<file path="src/rtl/cache_arbiter_pkg.sv">
// Shared cpu types for the cache/RAM arbiter: RAM handshake, arbiter states, grant owner.
package cache_arbiter_pkg;

    localparam int unsigned WORD_W = 32;

    typedef logic [WORD_W-1:0] word_t;

    typedef enum logic [1:0] {
        FREE   = 2'd0,
        BUSY   = 2'd1,
        ACCESS = 2'd2,
        ERROR  = 2'd3
    } ramstate_t;

    typedef enum logic [1:0] {
        IDLE  = 2'd0,
        IGNT  = 2'd1,
        DGNT  = 2'd2,
        DLOCK = 2'd3
    } arb_state_t;

    typedef enum logic {
        GRANT_I = 1'b0,
        GRANT_D = 1'b1
    } grant_t;

    // One RAM-port request as forwarded from the granted cache
    typedef struct packed {
        logic  ren;
        logic  wen;
        word_t addr;
        word_t store;
    } ram_req_t;

endpackage

</file>
<file path="src/rtl/cache_arbiter_pick.sv">
// Combinational two-requester picker: dcache-first, or round-robin when CACHE_ARB_RR_EN is defined.
module cache_arb_pick
    import cache_arbiter_pkg::*;
(
    input  logic   i_req,
    input  logic   d_req,
`ifdef CACHE_ARB_RR_EN
    input  grant_t last_grant,
`endif
    output logic   valid_c,
    output grant_t pick_c
);

    always_comb begin
        valid_c = i_req | d_req;
        pick_c  = GRANT_D;
        if (!d_req) pick_c = GRANT_I;
`ifdef CACHE_ARB_RR_EN
        // On a tie, hand the port to whoever did not have it last
        else if (i_req && (last_grant == GRANT_D)) pick_c = GRANT_I;
`endif
    end

endmodule

</file>
<file path="src/rtl/cache_arbiter.sv">
// Single RAM port shared by icache and dcache; locks to dcache across two-word block transfers.
// Optional feature macro: CACHE_ARB_RR_EN (round-robin on simultaneous requests).
module cache_arbiter
    import cache_arbiter_pkg::*;
#(
    parameter int unsigned ADDR_W  = 32,
    parameter int unsigned BLK_BIT = 2
) (
    input  logic              CLK,
    input  logic              RST,
    input  logic              iREN,
    input  logic [ADDR_W-1:0] iaddr,
    output logic [ADDR_W-1:0] iload,
    output logic              iwait,
    input  logic              dREN,
    input  logic              dWEN,
    input  logic [ADDR_W-1:0] daddr,
    input  logic [ADDR_W-1:0] dstore,
    output logic [ADDR_W-1:0] dload,
    output logic              dwait,
    output logic              ramREN,
    output logic              ramWEN,
    output logic [ADDR_W-1:0] ramaddr,
    output logic [ADDR_W-1:0] ramstore,
    input  logic [ADDR_W-1:0] ramload,
    input  ramstate_t         ramstate
);

    arb_state_t state, next_state;
    ram_req_t   req_c;
    logic       d_req;
    logic       pick_valid;
    grant_t     pick;

    assign d_req = dREN | dWEN;

`ifdef CACHE_ARB_RR_EN
    grant_t last_grant;

    always_ff @(posedge CLK or posedge RST) begin
        if (RST) begin
            last_grant <= GRANT_I;
        end else if ((state == IDLE) && (next_state != IDLE)) begin
            last_grant <= (next_state == IGNT) ? GRANT_I : GRANT_D;
        end
    end
`endif

    cache_arb_pick u_pick (
        .i_req      (iREN),
        .d_req      (d_req),
`ifdef CACHE_ARB_RR_EN
        .last_grant (last_grant),
`endif
        .valid_c    (pick_valid),
        .pick_c     (pick)
    );

    always_ff @(posedge CLK or posedge RST) begin
        if (RST) state <= IDLE;
        else     state <= next_state;
    end

    // Strobes and waits follow the current grant combinationally so a completion costs no extra cycle
    always_comb begin
        next_state = state;
        req_c      = '0;
        iwait      = 1'b1;
        dwait      = 1'b1;
        iload      = '0;
        dload      = '0;
        case (state)
            IDLE: begin
                if (pick_valid) next_state = (pick == GRANT_D) ? DGNT : IGNT;
            end
            IGNT: begin
                if (!iREN) begin
                    next_state = IDLE;
                end else begin
                    req_c.ren  = 1'b1;
                    req_c.addr = WORD_W'(iaddr);
                    if (ramstate == ACCESS) begin
                        iwait      = 1'b0;
                        iload      = ramload;
                        next_state = IDLE;
                    end
                end
            end
            DGNT, DLOCK: begin
                if (!d_req) begin
                    next_state = IDLE;
                end else begin
                    req_c.ren   = dREN;
                    req_c.wen   = dWEN;
                    req_c.addr  = WORD_W'(daddr);
                    req_c.store = WORD_W'(dstore);
                    if (ramstate == ACCESS) begin
                        dwait = 1'b0;
                        dload = ramload;
                        // Word 0 of a block keeps the port for word 1
                        next_state = ((state == DGNT) && !daddr[BLK_BIT]) ? DLOCK : IDLE;
                    end
                end
            end
            default: next_state = IDLE;
        endcase
    end

    assign ramREN   = req_c.ren;
    assign ramWEN   = req_c.wen;
    assign ramaddr  = ADDR_W'(req_c.addr);
    assign ramstore = ADDR_W'(req_c.store);

endmodule

</file>
<file path="config.mk">
export PLATFORM = sky130hd
export DESIGN_NAME = cache_arbiter
export DESIGN_NICKNAME = d
export VERILOG_FILES = /design/src/rtl/cache_arbiter_pkg.sv /design/src/rtl/cache_arbiter_pick.sv /design/src/rtl/cache_arbiter.sv
export SDC_FILE = /design/constraint.sdc
export NUM_CORES = 1
export LEC_CHECK = 0
export ABC_AREA = 1
export BUFFER_PORTS_ARGS = -buffer_cell sky130_fd_sc_hd__buf_2
export CELL_PAD_IN_SITES_DETAIL_PLACEMENT = 1
export CELL_PAD_IN_SITES_GLOBAL_PLACEMENT = 1
export CORE_ASPECT_RATIO = 1.75
export CORE_UTILIZATION = 11
export DETAILED_ROUTE_END_ITERATION = 8
export PLACE_DENSITY = 0.84
export SLEW_MARGIN = 20
export SYNTH_ARGS = -nofsm -noshare
export SYNTH_HDL_FRONTEND = slang
export SYNTH_SLANG_ARGS = --single-unit
</file>
<file path="constraint.sdc">
create_clock -name CLK -period 1.6 [get_ports CLK]
set_input_delay 0.24 -clock CLK [delete_from_list [all_inputs] [get_ports CLK]]
set_output_delay 0.24 -clock CLK [all_outputs]
set_load 0.01 [all_outputs]
</file>
==> metrics.md, run 1 <==
| Metric | Value |
|---|---|
| Synth cell types | `15` |
| Register share of total power | `0.046` |
| Post-synth top flop | `dfrtp_1` |
| Routed Antenna Nets | `0` |
| Longest Clk Path Bufs | `2` |
| Rel. slew slack | `0.835` |
| CP Max Fanout | `8` |
| Achievable frequency | `591 MHz` |
| Net count, final | `651` |
| Area occupied by multi-input gates | `921 sq um` |
| Combinational share of power | `0.806` |
| Worst-path clk slew | `30 ps` |
| Storage cell area | `51.3 sq um` |
| DIE WIDTH | `81.2 um` |
| Synth Warn # | `0` |
| Clock share of power | `0.148` |
| Die area | `11400 sq um` |
| Peak supply drop | `0.452 mV` |
| Height of the die | `141 um` |
| Largest net degree at the start of global routing | `34` |
| Mapped Nets | `383` |
| Post-Syn Instances | `248` |
| DR pass1 iterations | `4` |
| Fin Setup TNS | `-977 ps` |
| NetSw | `1.23 mW` |
| # setup viols final | `63` |
| Post-synthesis sequential area ratio | `0.0414` |
| Total grt overflow | `0` |
| Pwr Density | `841 nW/um^2` |
| Placed Area | `2710 sq um` |
| H-tree lvl count | `1` |
| Crit. End Element | `output port` |
| Final Hold Vio Count | `0` |
| GRT Total Usage | `0.116` |
| WL per Instance | `12.2 um` |
| Routed via count | `2534` |
| Initial antenna violation count | `1` |
| Fin area | `3060 sq um` |
| Leakage | `2.17 nW` |
| Initial Util | `0.113` |
| Violated checks | `setup timing` |
| Max reg flops | `2` |
| Global placer's final weighted congestion | `0.765` |
| Vias per cell | `3.93` |
| Max Transition Viols Final | `0` |
| Clock root buffer | `clkbuf_16` |
| Cell area after synthesis | `1210 sq um` |
| Crit path DAT | `1450 ps` |
| Final period utilization | `1.06` |
| Ys async rst share | `1.00` |
| CP Launch Type | `flop` |
| Critical Path RT | `1360 ps` |
| CTS tree | `built` |
| Top reg by flops | `state` |
| Worst Clk Skew | `0.925 ps` |
| Synth-to-Final Area Change | `154%` |
| Status | `finished, violations left` |
| Critical path class | `flop to output port` |
| DRC violations left | `0` |
| Top-area cell type share of the netlist area | `0.311` |
| Synth area leaders | `nor2_1 (31%), a22o_1 (23%), inv_1 (22%)` |
| DR iter-0 viols | `18` |
| Skew-Pair Late Insertion Delay | `220 ps` |
| Core area | `10700 sq um` |
| Layout cell share with drive strength beyond 1 | `0.613` |
| Yosys reg bits | `2` |
| MaxCap Viol Count | `0` |
| Unrepaired setup endpoints after global routing | `yes` |
| Slew @ Worst Pin | `247 ps` |
| Total power | `2.58 mW` |
| Largest registers | `state: 2 flops` |
| IO Count | `267` |
| Clock sink count | `2` |
| Switching Share | `0.479` |
| Final HPWL DP | `6.27 mm` |
| ANT cells | `0` |
| Fill count | `1450` |
| Final wirelength | `7.85 mm` |
| P_int | `1.34 mW` |
| Post-place setup slack | `57.5 ps` |
| Final worst setup slack | `-92.7 ps` |
| Synth area leader | `nor2_1` |
| Worst hold path class | `input port to flop` |
| Hold_ws | `430 ps` |
| Fin crit period | `1690 ps` |
| Synthesized area per cell | `4.87 sq um` |
| Post-synth EDFFs | `0` |
| Port Buf Inserts | `266` |
| Vias in the first global route | `2258` |
| # rows | `50` |
| First-pass GRT wire length | `10.4 mm` |
| Clock buffer count from CTS | `3` |
final timing paths:
path / start / end / slack, ps / depth (start not counted)
worst max-delay path: state[1] / iload[10] / -90 / 7
worst min-delay path: ramstate[1] / state[1] / 430 / 4
worst max register to register: state[1] / state[1] / 360 / 7
worst min register to register: state[0] / state[0] / 620 / 2
max in group asynchronous: RST / state[1] / 1040 / 3
min in group asynchronous: RST / state[1] / 440 / 3
critical path, cell delays in order (launching register included):
cell,delay (ps)
dfrtp_2,430
inv_2,80
nand3_4,90
inv_6,100
nand2_8,70
buf_6,160
nor2_1,140
buf_2,160
synth_stat cells (2+ instances only):
| cell type | n |
|---|---|
| buf_6 | 3 |
| dfrtp_1 | 2 |
| nand2_2 | 2 |
| nand3_1 | 5 |
| buf_4 | 3 |
| inv_1 | 72 |
| nand2_1 | 15 |
| buf_2 | 9 |
| a22o_1 | 32 |
| nor2_1 | 100 |
repair_timing:
action,4_1_cts,5_1_grt
hold buffers,1,0
setup endpoints to repair,92,94
hold endpoints to repair,2,0
gates cloned,0,3
pin swaps,5,0
buffers inserted,0,1
gates resized for setup,10,44
metal layers:
layer	part of all wire	up-vias	wire (um)	global-route usage
met3	0.081	12	640	0.0175
met4	0.011	2	90	0.0301
met2	0.57	160	4450	0.237
li1	-	1262	-	-
met5	0.0017	-	13	0
met1	0.34	1098	2660	0.113
cell type report:
| cell class | instances | share of cell area |
|---|---|---|
| Clock buffer | 3 | 0.0245 |
| Timing Repair Buffer | 278 | 0.514 |
| Multi-Input combinational cell | 158 | 0.301 |
| Inverter | 73 | 0.0911 |
| Sequential cell | 2 | 0.0167 |
| Tap cell | 130 | 0.0531 |
kinds of logic after synthesis:
group / count (synthesis) / synth area share
AOI/OAI and AO/OA: 33 / 0.236
and+or+nand+nor: 125 / 0.412
buffers and inverters: 88 / 0.311
DFF: 2 / 0.0414
per-stage QoR:
stage	utilization	instances
4_1_cts	0.264	640
3_5_place_dp	0.253	636
2_1_floorplan	-	248
3_3_place_gp	0.253	636
6_report	0.286	644
5_1_grt	0.286	644
power groups by stage:
stage | clock (mW) | combinational [mW] | sequential (mW)
after floorplan | 0 | 1.10 | 0.102
after global placement | 0 | 1.93 | 0.106
after detailed placement | 0 | 1.97 | 0.109
after CTS | 0.387 | 2.02 | 0.118
after global routing | 0.389 | 2.28 | 0.123
final | 0.380 | 2.08 | 0.119
cell usage in the layout (no fill, tap or decap):
cell type,synthesis,routed
buf_2,9,258
nor2_1,100,75
inv_1,72,71
a22o_1,32,32
nor2_2,0,17
nand2_1,15,13
buf_6,3,9
nor2_4,0,8
nand3_1,5,5
clkbuf_16,0,5
buf_12,0,5
buf_4,3,3
nand2_2,2,2
nand2_4,1,2
nand3b_1,1,1
o21ai_2,0,1
inv_2,1,1
nand3_4,0,1
inv_6,0,1
nand2_8,0,1
dlygate4sd3_1,0,1
dfrtp_1,2,1
dfrtp_2,0,1
(Power assumes the default switching activity.)
==> run 2: changes to the inputs <==
--- a/config.mk
+++ b/config.mk
@@ -9,11 +9,11 @@
 export BUFFER_PORTS_ARGS = -buffer_cell sky130_fd_sc_hd__buf_2
 export CELL_PAD_IN_SITES_DETAIL_PLACEMENT = 1
 export CELL_PAD_IN_SITES_GLOBAL_PLACEMENT = 1
-export CORE_ASPECT_RATIO = 1.75
-export CORE_UTILIZATION = 11
+export CORE_UTILIZATION = 12
 export DETAILED_ROUTE_END_ITERATION = 8
-export PLACE_DENSITY = 0.84
+export PLACE_DENSITY = 0.88
 export SLEW_MARGIN = 20
 export SYNTH_ARGS = -nofsm -noshare
 export SYNTH_HDL_FRONTEND = slang
+export SYNTH_HIERARCHICAL = 1
 export SYNTH_SLANG_ARGS = --single-unit
==> metrics.md, run 2 <==
| Metric | Value |
|---|---|
| ANT cells | `0` |
| Layout cell share with drive strength beyond 1 | `0.646` |
| Top-area cell type share of the netlist area | `0.298` |
| Ys async rst share | `1.00` |
| Clock root buffer | `clkbuf_8` |
| Core area | `9860 sq um` |
| Largest net degree at the start of global routing | `34` |
| Max Transition Viols Final | `0` |
| Most frequent cells in the layout | `buf_2 (246), inv_1 (71), nor2_1 (66)` |
| Achievable frequency | `601 MHz` |
| Routed Antenna Nets | `0` |
| Fin crit period | `1660 ps` |
| Skew-Pair Late Insertion Delay | `210 ps` |
| Final wirelength | `9.34 mm` |
| Unrepaired setup endpoints after global routing | `yes` |
| Clock sink count | `2` |
| DIE WIDTH | `103 um` |
| Port Buf Inserts | `266` |
| Initial Util | `0.125` |
| Status | `finished, violations left` |
| Final HPWL DP | `6.63 mm` |
| Cell area after synthesis | `1230 sq um` |
| Total power | `2.83 mW` |
| Peak supply drop | `0.354 mV` |
| Post-synthesis sequential area ratio | `0.0405` |
| Critical path class | `flop to output port` |
| Post-synth EDFFs | `0` |
| CP Max Fanout | `17` |
| DRC violations left | `0` |
| Max stage delay on crit path | `430 ps` |
| CTS tree | `built` |
| Yosys reg bits | `2` |
| Critical Path RT | `1360 ps` |
| Synth cell types | `16` |
| Rel. slew slack | `0.832` |
| Most numerous cell in the Yosys netlist | `nor2_1` |
| Violated checks | `setup timing` |
| Die area | `10700 sq um` |
| Leakage | `2.29 nW` |
| Initial antenna violation count | `0` |
| Max reg flops | `2` |
| IO Count | `267` |
| Worst Clk Skew | `0.617 ps` |
| Post-synth top flop | `dfrtp_1` |
| Net count, final | `671` |
| Final worst setup slack | `-64.1 ps` |
| Slew @ Worst Pin | `250 ps` |
| Vias in the first global route | `2236` |
| Largest registers | `state: 2 flops` |
| Final Core Density | `0.350` |
| Total grt overflow | `0` |
| CP Launch Type | `flop` |
| Post-Syn Instances | `248` |
| Top reg by flops | `state` |
| Height of the die | `103 um` |
| Routed via count | `2624` |
| Synth Warn # | `6` |
| WL per Instance | `14.0 um` |
| H-tree lvl count | `1` |
| # setup viols final | `86` |
| Crit. End Element | `output port` |
| Synth area leaders | `nor2_1 (30%), a22o_1 (23%), inv_1 (22%)` |
| Worst-path cell chain | `nand2_2, nand2_8, buf_12, a22o_1, buf_2` |
| Worst-path clk slew | `30 ps` |
| DR iter-0 viols | `17` |
| Final period utilization | `1.04` |
| Synth area leader | `nor2_1` |
| Vias per cell | `3.93` |
| WP buf/inv | `2` |
| GRT Total Usage | `0.134` |
| DR pass1 iterations | `5` |
| Top post-synthesis cells by count | `nor2_1 (98), inv_1 (72), a22o_1 (32), nand2_1 (16)` |
| Commonest non-fill, non-tap cell in the layout | `buf_2` |
| First-pass GRT wire length | `10.9 mm` |
| Synthesized area per cell | `4.98 sq um` |
| Slowest CP cell | `dfrtp_2` |
| Longest Clk Path Bufs | `2` |
| # rows | `36` |
| MaxCap Viol Count | `0` |
| Pwr Density | `820 nW/um^2` |
| Crit path DAT | `1420 ps` |
| Mapped Nets | `383` |
| Clock buffer count from CTS | `3` |
| Synth-to-Final Area Change | `180%` |
| Worst hold path class | `input port to flop` |
| Global placer's final weighted congestion | `0.751` |
| CP top delay family | `flip-flops` |
| Final Hold Vio Count | `0` |
run 2: changes by cell type in the layout (fill, tap and decap cells not counted), moves of 3 or more:
cell / change
buf_2: -12
buf_4: +9
buf_6: +19
clkbuf_8: +3
nand2_8: +4
nor2_1: -9
nor2_2: -4
nor2_4: +11
run 2: metrics by stage:
step	TNS (ps)	area [sq um]	setup slack (ps)	hold slack, ps	instances
finish	-2660	3450	-64.1	432	667
global route	-9800	3450	-145	446	667
CTS	-3120	3010	-71.0	426	657
detailed placement	0	2760	38.8	97.3	643
global placement	0	2760	60.1	90.6	643
floorplan	0	1230	326	-18.8	248
run 2: kinds of logic after synthesis:
logic type      synth area share
simple gates               0.400
flops                     0.0405
compound gates             0.231
buf+inv                    0.328
run 2: worst paths after layout:
| kind | slack, ps | to | depth (start not counted) | from |
|---|---|---|---|---|
| setup reg to reg | 230 | state[0] | 9 | state[1] |
| setup / recovery | -60 | ramaddr[11] | 5 | state[1] |
| hold / removal | 430 | state[1] | 6 | daddr[2] |
| min in group asynchronous | 450 | state[1] | 3 | RST |
| hold reg to reg | 680 | state[0] | 3 | state[0] |
| max in group asynchronous | 1030 | state[1] | 3 | RST |
run 2: layout make-up:
type                    instances  area (sq um)
multi-input cells             159          1060
fillers                      1342          6410
well taps                     133           166
clock buffers                   3          41.3
flip-flops and latches          2          51.3
inverters                      74           290
repair buffers                296          1840
run 2: layer usage:
metal  vias to the layer above  part of all wire  global-route usage
li1                       1308                 -                   -
met3                         4             0.063             0.00806
met2                       117              0.56               0.269
met4                         0            0.0039              0.0228
met5                         -                 0                   0
met1                      1195              0.37               0.154
run 2: repair_timing:
action	CTS	global route
gates cloned	3	6
buffers inserted	7	5
setup endpoints to repair	95	91
endpoints found under the hold margin	2	0
pin swaps	1	1
hold buffers	1	0
gates resized for setup	18	78
run 2: tightest hold or removal path, delay by kind of cell:
| family | cells | cell delay (ps) |
|---|---|---|
| AND/OR/NAND/NOR | 5 | 270 |
| buffers and inverters | 1 | 90 |
run 2: where the power goes:
group | switching, mW | internal [mW]
sequential | 0.0353 | 0.0766
clock | 0.0396 | 0.159
combinational | 1.33 | 1.19
total | 1.40 | 1.43
==> run 3: changes to the inputs <==
--- a/config.mk
+++ b/config.mk
@@ -11,6 +11,7 @@
 export CELL_PAD_IN_SITES_GLOBAL_PLACEMENT = 1
 export CORE_UTILIZATION = 12
 export DETAILED_ROUTE_END_ITERATION = 8
+export MAX_ROUTING_LAYER = met4
 export PLACE_DENSITY = 0.88
 export SLEW_MARGIN = 20
 export SYNTH_ARGS = -nofsm -noshare
==> metrics.md, run 3 (synthesis gave the netlist of run 2 again) <==
| Metric | Value |
|---|---|
| Global placer's final weighted congestion | `0.761` |
| GRT Total Usage | `0.138` |
| Core area | `9860 sq um` |
| Pwr Density | `825 nW/um^2` |
| DR iter-0 viols | `12` |
| Vias in the first global route | `2237` |
| Net count, final | `669` |
| Unrepaired setup endpoints after global routing | `yes` |
| Final HPWL DP | `6.63 mm` |
| Total grt overflow | `0` |
| Largest registers | `state: 2 flops` |
| Final wirelength | `9.06 mm` |
| DR pass1 iterations | `4` |
| Reg2reg setup slack | `230 ps` |
| Leakage | `2.27 nW` |
| Routed Antenna Nets | `0` |
| Fill count | `1349` |
| Longest Clk Path Bufs | `2` |
| Slew @ Worst Pin | `250 ps` |
| WL per Instance | `13.6 um` |
| Port Buf Inserts | `266` |
| Fin area | `3380 sq um` |
| Rel. slew slack | `0.832` |
| Clock sink count | `2` |
| Max Used Layer | `met3` |
| Achievable frequency | `598 MHz` |
| Non-Filler Instances | `665` |
| Crit path DAT | `1430 ps` |
| Final worst setup slack | `-72.1 ps` |
| CP Launch Type | `flop` |
| CP Max Fanout | `17` |
| Violated checks | `setup timing` |
| H-tree lvl count | `1` |
| Status | `finished, violations left` |
| Final period utilization | `1.05` |
| CTS tree | `built` |
| Initial antenna violation count | `0` |
| IO Count | `267` |
| Hold Startpoint | `daddr[2]` |
| WHS Path Cells | `6` |
| MaxCap Viol Count | `0` |
| Initial Util | `0.125` |
| Post-Route M1 WL | `3.43 mm` |
| Worst hold path class | `input port to flop` |
| # rows | `36` |
| Min-Delay Endpoint | `state[1]` |
| FF-to-FF End | `state[0]` |
| Reg2Reg Depth | `9` |
| Max Transition Viols Final | `0` |
| Most frequent cells in the layout | `buf_2 (249), nor2_1 (76), inv_1 (71)` |
| Die area | `10700 sq um` |
| Routed via count | `2608` |
| ANT cells | `0` |
| First-pass GRT wire length | `10.9 mm` |
| Peak supply drop | `0.361 mV` |
| Synth-to-Final Area Change | `173%` |
| Vias per cell | `3.92` |
| Largest net degree at the start of global routing | `34` |
| Clock root buffer | `clkbuf_8` |
| # setup viols final | `93` |
| Worst Clk Skew | `0.617 ps` |
| Final Hold Vio Count | `0` |
| Placed Area | `2760 sq um` |
| Top reg by flops | `state` |
| Placed Instances | `643` |
| Met2 Wirelength | `5.02 mm` |
| Max reg flops | `2` |
| R2R Path Start | `state[1]` |
| Height of the die | `103 um` |
| Commonest non-fill, non-tap cell in the layout | `buf_2` |
| Critical path class | `flop to output port` |
| Setup crit start | `state[1]` |
| Worst-path clk slew | `30 ps` |
| DIE WIDTH | `103 um` |
| Layout cell share with drive strength beyond 1 | `0.626` |
| Crit. End Element | `output port` |
| Critical Path RT | `1360 ps` |
| Fin crit period | `1670 ps` |
| Final Core Density | `0.342` |
| Skew-Pair Late Insertion Delay | `210 ps` |
| Fin Setup TNS | `-2820 ps` |
| Clock buffer count from CTS | `3` |
| DRC violations left | `0` |
| Routed met3 length | `599 um` |
==> run 3: cell count changes in the layout (fill, tap and decap cells not counted), sizes merged <==
| cell | before | now |
|---|---|---|
| nand2 | 22 | 21 |
| buf | 292 | 291 |
==> run 3: power by group <==
group	internal (mW)	switching [mW]
clock network	0.159	0.0396
logic	1.18	1.30
registers	0.0766	0.0352
total	1.41	1.37
==> run 3: how the worst max path moves through the flow <==
stage	slack, ps	cells after the start	to
3_5_place_dp	40	7	dload[21]
4_1_cts	-70	7	ramaddr[1]
5_1_grt	-150	7	iload[19]
2_1_floorplan	330	6	iload[22]
6_report	-70	5	ramaddr[5]
3_3_place_gp	60	7	dload[17]
==> run 3: cell type report <==
type | count | area (sq um) | area share
clock buffer | 3 | 41.3 | 0.0122
inverter | 74 | 288 | 0.0852
multi-input combinational | 158 | 1010 | 0.300
sequential | 2 | 51.3 | 0.0152
tap | 133 | 166 | 0.0493
timing repair buffer | 295 | 1820 | 0.538
==> run 3: through the flow <==
stage | total power, mW | hold WS [ps] | setup slack (ps)
6_report | 2.79 | 432 | -72.1
5_1_grt | 3.02 | 446 | -146
4_1_cts | 2.50 | 426 | -71.0
3_5_place_dp | 2.09 | 97.3 | 38.8
3_3_place_gp | 2.06 | 90.6 | 60.1
2_1_floorplan | 1.20 | -18.8 | 326
==> run 3: critical path: stages, from the launching register on <==
cell and delay [ps]:
dfrtp_2 430, nand2_2 140, nand2_8 100, buf_12 170, a22o_1 220, buf_2 140
==> run 3: routing by layer <==
metal | global-route usage | vias up
li1 | - | 1302
met1 | 0.155 | 1195
met2 | 0.268 | 111
met3 | 0.00806 | 0
met4 | 0.0228 | 0
met5 | - | -
==> run 3: what timing repair did <==
action	in CTS	in global routing
endpoints found under the setup margin	95	91
setup buffers	7	4
gates resized for setup	18	62
hold buffers	1	0
cloned	3	5
pin swaps	1	1
hold endpoints to repair	2	0
